## config.mk

```make
export PLATFORM = sky130hd
export DESIGN_NAME = shift_add_multiplier
export DESIGN_NICKNAME = d
export VERILOG_FILES = /design/src/rtl/mult_pkg.sv /design/src/rtl/mult_acc_register.sv /design/src/rtl/shift_add_multiplier.sv
export SDC_FILE = /design/constraint.sdc
export NUM_CORES = 1
export LEC_CHECK = 0
export BUFFER_PORTS_ARGS = -buffer_cell sky130_fd_sc_hd__buf_2
export CAP_MARGIN = 5
export CORE_ASPECT_RATIO = 0.6
export CORE_UTILIZATION = 50
export DETAILED_ROUTE_END_ITERATION = 12
export GPL_ROUTABILITY_DRIVEN = 0
export MAX_ROUTING_LAYER = met4
export PLACE_DENSITY_LB_ADDON = 0.08
export SETUP_SLACK_MARGIN = 0.5
export SLEW_MARGIN = 30
export SYNTH_ARGS = -nofsm -noshare
export SYNTH_HDL_FRONTEND = slang
export SYNTH_SLANG_ARGS = --single-unit
```

## constraint.sdc

```tcl
create_clock -name clock -period 2 [get_ports clock]
set_input_delay 0 -clock clock [delete_from_list [all_inputs] [get_ports clock]]
set_output_delay 0 -clock clock [all_outputs]
set_load 0.01 [all_outputs]
```

## src/rtl/mult_pkg.sv

```systemverilog
// Shared types and sizing for the sequential shift-and-add multiplier.
// Imported by the multiplier top level.
package mult_pkg;

    typedef enum logic [1:0] {
        IDLE,
        CALC,
        DONE
    } state_t;

    localparam int DEF_WIDTH = 10;

    function automatic int cnt_width(input int w);
        return $clog2(w + 1);
    endfunction

    localparam int CNT_W = cnt_width(DEF_WIDTH);

endpackage

```

## src/rtl/mult_acc_register.sv

```systemverilog
// A/Q accumulator pair: add the multiplicand when Q[0] is set,
// then shift {C,A,Q} right by one. The dual of the divider's accumulator.
module mult_acc_register #(
    parameter int WIDTH = 10
) (
    input  logic               clock,
    input  logic               rst,
    input  logic               load_i,
    input  logic               step_i,
    input  logic [WIDTH-1:0]   mcand_i,
    input  logic [WIDTH-1:0]   mplier_i,
    output logic [2*WIDTH-1:0] nxt_o
);

    logic [WIDTH-1:0] m_q;
    logic [WIDTH:0]   a_q, a_d;
    logic [WIDTH-1:0] q_q, q_d;
    logic [WIDTH:0]   s;

    // a_q[WIDTH] is always zero after a shift, so the sum never overflows
    always_comb begin
        s   = a_q + (q_q[0] ? {1'b0, m_q} : '0);
        a_d = {1'b0, s[WIDTH:1]};
        q_d = {s[0], q_q[WIDTH-1:1]};
    end

    assign nxt_o = {a_d[WIDTH-1:0], q_d};

    always_ff @(posedge clock) begin
        if (rst) begin
            m_q <= '0;
            a_q <= '0;
            q_q <= '0;
        end else if (load_i) begin
            m_q <= mcand_i;
            a_q <= '0;
            q_q <= mplier_i;
        end else if (step_i) begin
            a_q <= a_d;
            q_q <= q_d;
        end
    end

endmodule

```

## src/rtl/shift_add_multiplier.sv

```systemverilog
// Sequential unsigned multiplier: one partial product per clock,
// start/done handshake shared with the divider.
module shift_add_multiplier
    import mult_pkg::*;
#(
    parameter int WIDTH = DEF_WIDTH
) (
    input  logic               clock,
    input  logic               rst,
    input  logic               start,
    input  logic [WIDTH-1:0]   multiplicand,
    input  logic [WIDTH-1:0]   multiplier,
    output logic               busy,
    output logic               done,
    output logic [2*WIDTH-1:0] product
);

    localparam int CW = cnt_width(WIDTH);
    localparam logic [CW-1:0] LAST = CW'(WIDTH - 1);

    state_t             state_q, state_d;
    logic [CW-1:0]      cnt_q, cnt_d;
    logic [2*WIDTH-1:0] prod_q, prod_d;
    logic [2*WIDTH-1:0] acc_nxt;
    logic               load, step;

    mult_acc_register #(.WIDTH(WIDTH)) u_acc (
        .clock    (clock),
        .rst      (rst),
        .load_i   (load),
        .step_i   (step),
        .mcand_i  (multiplicand),
        .mplier_i (multiplier),
        .nxt_o    (acc_nxt)
    );

    always_comb begin
        state_d = state_q;
        cnt_d   = cnt_q;
        prod_d  = prod_q;
        load    = 1'b0;
        step    = 1'b0;
        unique case (state_q)
            IDLE: begin
                if (start) begin
                    load    = 1'b1;
                    cnt_d   = '0;
                    state_d = CALC;
                end
            end
            CALC: begin
                step  = 1'b1;
                cnt_d = cnt_q + 1'b1;
                // capture the post-shift value on the final iteration
                if (cnt_q == LAST) begin
                    prod_d  = acc_nxt;
                    state_d = DONE;
                end
            end
            DONE: state_d = IDLE;
            default: state_d = IDLE;
        endcase
    end

    always_ff @(posedge clock) begin
        if (rst) begin
            state_q <= IDLE;
            cnt_q   <= '0;
            prod_q  <= '0;
        end else begin
            state_q <= state_d;
            cnt_q   <= cnt_d;
            prod_q  <= prod_d;
        end
    end

    assign busy    = (state_q == CALC);
    assign done    = (state_q == DONE);
    assign product = prod_q;

endmodule

```

==> impl_metrics.env <==
export IMPL_status="finished, final reports clean"
export IMPL_hpwlAfterDp_microns=4818
export IMPL_skew_ps=6.946
export IMPL_wl_per_cell_microns=15.42
export IMPL_vias=2581
export IMPL_crit_fanout=7
export IMPL_cts_max_path_buffers=2
export IMPL_clk_latency_ps=310
export IMPL_cp_end_kind="register"
export IMPL_grt_overflow_total=0
export IMPL_drive_gt1_share_pct=32.75
export IMPL_numPortBuffers=44
export IMPL_fin_util_pct=71.86
export IMPL_synthDistinctLibCells=47
export IMPL_final_nets=440
export IMPL_area_growth_pct=37.46
export IMPL_drc_errors=0
export IMPL_drt_wl_total_microns=7234
export IMPL_async_reset_ff_share_pct=0
export IMPL_min_from="multiplier[0]"
export IMPL_synth_seq_area_share_pct=42.01
export IMPL_finalSetupViolations=0
export IMPL_drt_first_pass_iters=4
export IMPL_syn_avg_cell_area_sq_um=8.137
export IMPL_grt_total_usage_pct=27.27
export IMPL_final_hold_viol_count=0
export IMPL_dp_cells=432
export IMPL_yosys_warnings=0
export IMPL_vias_per_cell=5.503
export IMPL_path_clk_slew_ps=100
export IMPL_core_sq_um=5105
export IMPL_critPathArrivalTime_ps=2100
export IMPL_multi_input_area_sq_um=1693
export IMPL_synth_area_sq_um=2669
export IMPL_grt_max_degree=29
export IMPL_p_leak_uw=0.001476
export IMPL_clock_sinks=56
export IMPL_path_class="reg -> reg"
export IMPL_max_slew_margin_rel_pct=67.64
export IMPL_synthFlopType="dfxtp_1"
export IMPL_root_buffer="clkbuf_8"
export IMPL_htree_levels=2
export IMPL_synth_commonest_cells="nand2_1, dfxtp_1, a21oi_1, nand3_1, nor2_1"
export IMPL_dp_slack_ps=42.95
export IMPL_start_kind="register"
export IMPL_ir_worst_vdd_uv=341.6
export IMPL_hold_ws_ps=5.062
export IMPL_synth_area_top_cells="dfxtp_1, nand2_1, a21oi_1, ha_1, nand3_1"
export IMPL_syn_inst=328
export IMPL_fillers=408
export IMPL_dieHeight_microns=58.59
export IMPL_fin_cells=469
export IMPL_period_needed_ps=1920
export IMPL_yosysTopAreaCellShare_pct=42.01
export IMPL_numCtsBuffers=5
export IMPL_p_per_area_nw_per_um2=587.8
export IMPL_die_area_sq_um=5643
export IMPL_synth_edff_count=0
export IMPL_fin_ws_ps=79.72
export IMPL_clock_fmax_ghz=0.5208
export IMPL_num_rows=20
export IMPL_antenna_found_initial=0
export IMPL_grt_first_pass_wirelength_microns=11150
export IMPL_area_sequential_sq_um=1129
export IMPL_synth_most_common_cell="nand2_1"
export IMPL_max_cap_violations=0
export IMPL_slew_viol_final=0
export IMPL_dr_first_iter_drc_count=151
export IMPL_critPathRequiredTime_ps=2180
export IMPL_reg2reg_slack_ps=80
export IMPL_antenna_left=0
export IMPL_synth_largest_area_cell="dfxtp_1"
export IMPL_synth_seq_cells=56
export IMPL_hold_class="in -> reg"
export IMPL_initial_core_util_pct=52.28
export IMPL_rsz0062_at_grt="true"
export IMPL_grt_pass1_vias=2218
export IMPL_die_w_microns=96.32
export IMPL_tightestPinTransition_ps=485.4
export IMPL_fin_crit_sh_pct=96.01
export IMPL_final_setup_tns_ps=0
export IMPL_startpoint="u_acc.q_q[0]"
export IMPL_cts_tree="built"
export IMPL_n_antenna_cell=0
export IMPL_rr_startpoint="u_acc.q_q[0]"
export IMPL_syn_nets=364
export IMPL_ios=45
==> registers in the layout (all words and copies together) (netlist names) <==
signal and count:
product 20, u_acc.a_q 10, u_acc.m_q 10, u_acc.q_q 10, cnt_q 4, state_q 2
==> layer usage <==
| metal | track usage, % | wire length, microns | vias to the layer above |
|---|---|---|---|
| met5 | - | 0 | - |
| met4 | 5.252 | 53 | 0 |
| met2 | 38.50 | 3101 | 80 |
| met1 | 40.74 | 3692 | 1193 |
| met3 | 4.780 | 387 | 6 |
| li1 | - | - | 1302 |
==> final cells by class <==
cell class	instances	share of cell area (%)
Clock buffer	5	1.876
Inverter	6	0.7503
Clock inverter	1	0.8186
Timing Repair Buffer	90	17.39
Sequential cell	56	30.76
Multi-Input combinational cell	245	46.15
Tap cell	66	2.251
==> final timing paths <==
check	endpoint	depth (start not counted)
max reg2reg	product[13]	9
min reg2reg	product[14]	2
min	u_acc.q_q[0]	3
max	product[13]	9
==> critical path, stage by stage, from the launching register on <==
cell and delay [ps]:
dfxtp_4 380, and2_4 150, ha_4 150, inv_2 50
fa_2 230, nor2b_4 60, o21a_1 200, or3_4 390
nand3_1 120, a21oi_1 70
==> stage by stage <==
step / instance area (sq um) / total power [uW]
2_1_floorplan: 2789 / 1324
3_3_place_gp: 3104 / 1399
3_5_place_dp: 3104 / 1404
4_1_cts: 3533 / 2158
5_1_grt: 3669 / 2239
6_report: 3669 / 2156
==> cells by family after synthesis <==
logic type	after synthesis	synth area share (%)
AND/OR/NAND/NOR	138	24.52
AO/OA/AOI/OAI	92	22.22
flip-flops	56	42.01
buffers and inverters	27	4.219
adder cells (fa/ha/maj)	13	6.376
XOR/XNOR	2	0.6565
==> report_power, final <==
group          internal, uW  switching [uW]  leakage (uW)
Sequential             1150            33.4      0.000457
Combinational           118             139      0.000970
Clock                   360             358     0.0000501
Total                  1630             530       0.00148
==> cells in the final DEF, fill, tap and decap left out, types with 5 or more instances in the layout <==
cell	Yosys	layout
buf_2	9	44
ha_4	0	7
nand3_1	19	15
dfxtp_1	56	52
a22oi_1	10	10
and2_4	0	5
dlygate4sd3_1	0	18
nor2_1	15	14
nand3b_1	5	5
a21oi_1	52	47
a21oi_2	1	5
nand2_1	71	69
clkbuf_8	0	5
buf_4	0	23
==> timing repair <==
item                                    CTS  global route
endpoints found under the setup margin   43            42
pin swaps                                18             8
setup buffers                             8             5
endpoints found under the hold margin    18             0
gates resized for setup                  23            22
hold buffers                             18             0
Power figures use the tool's default switching activity.
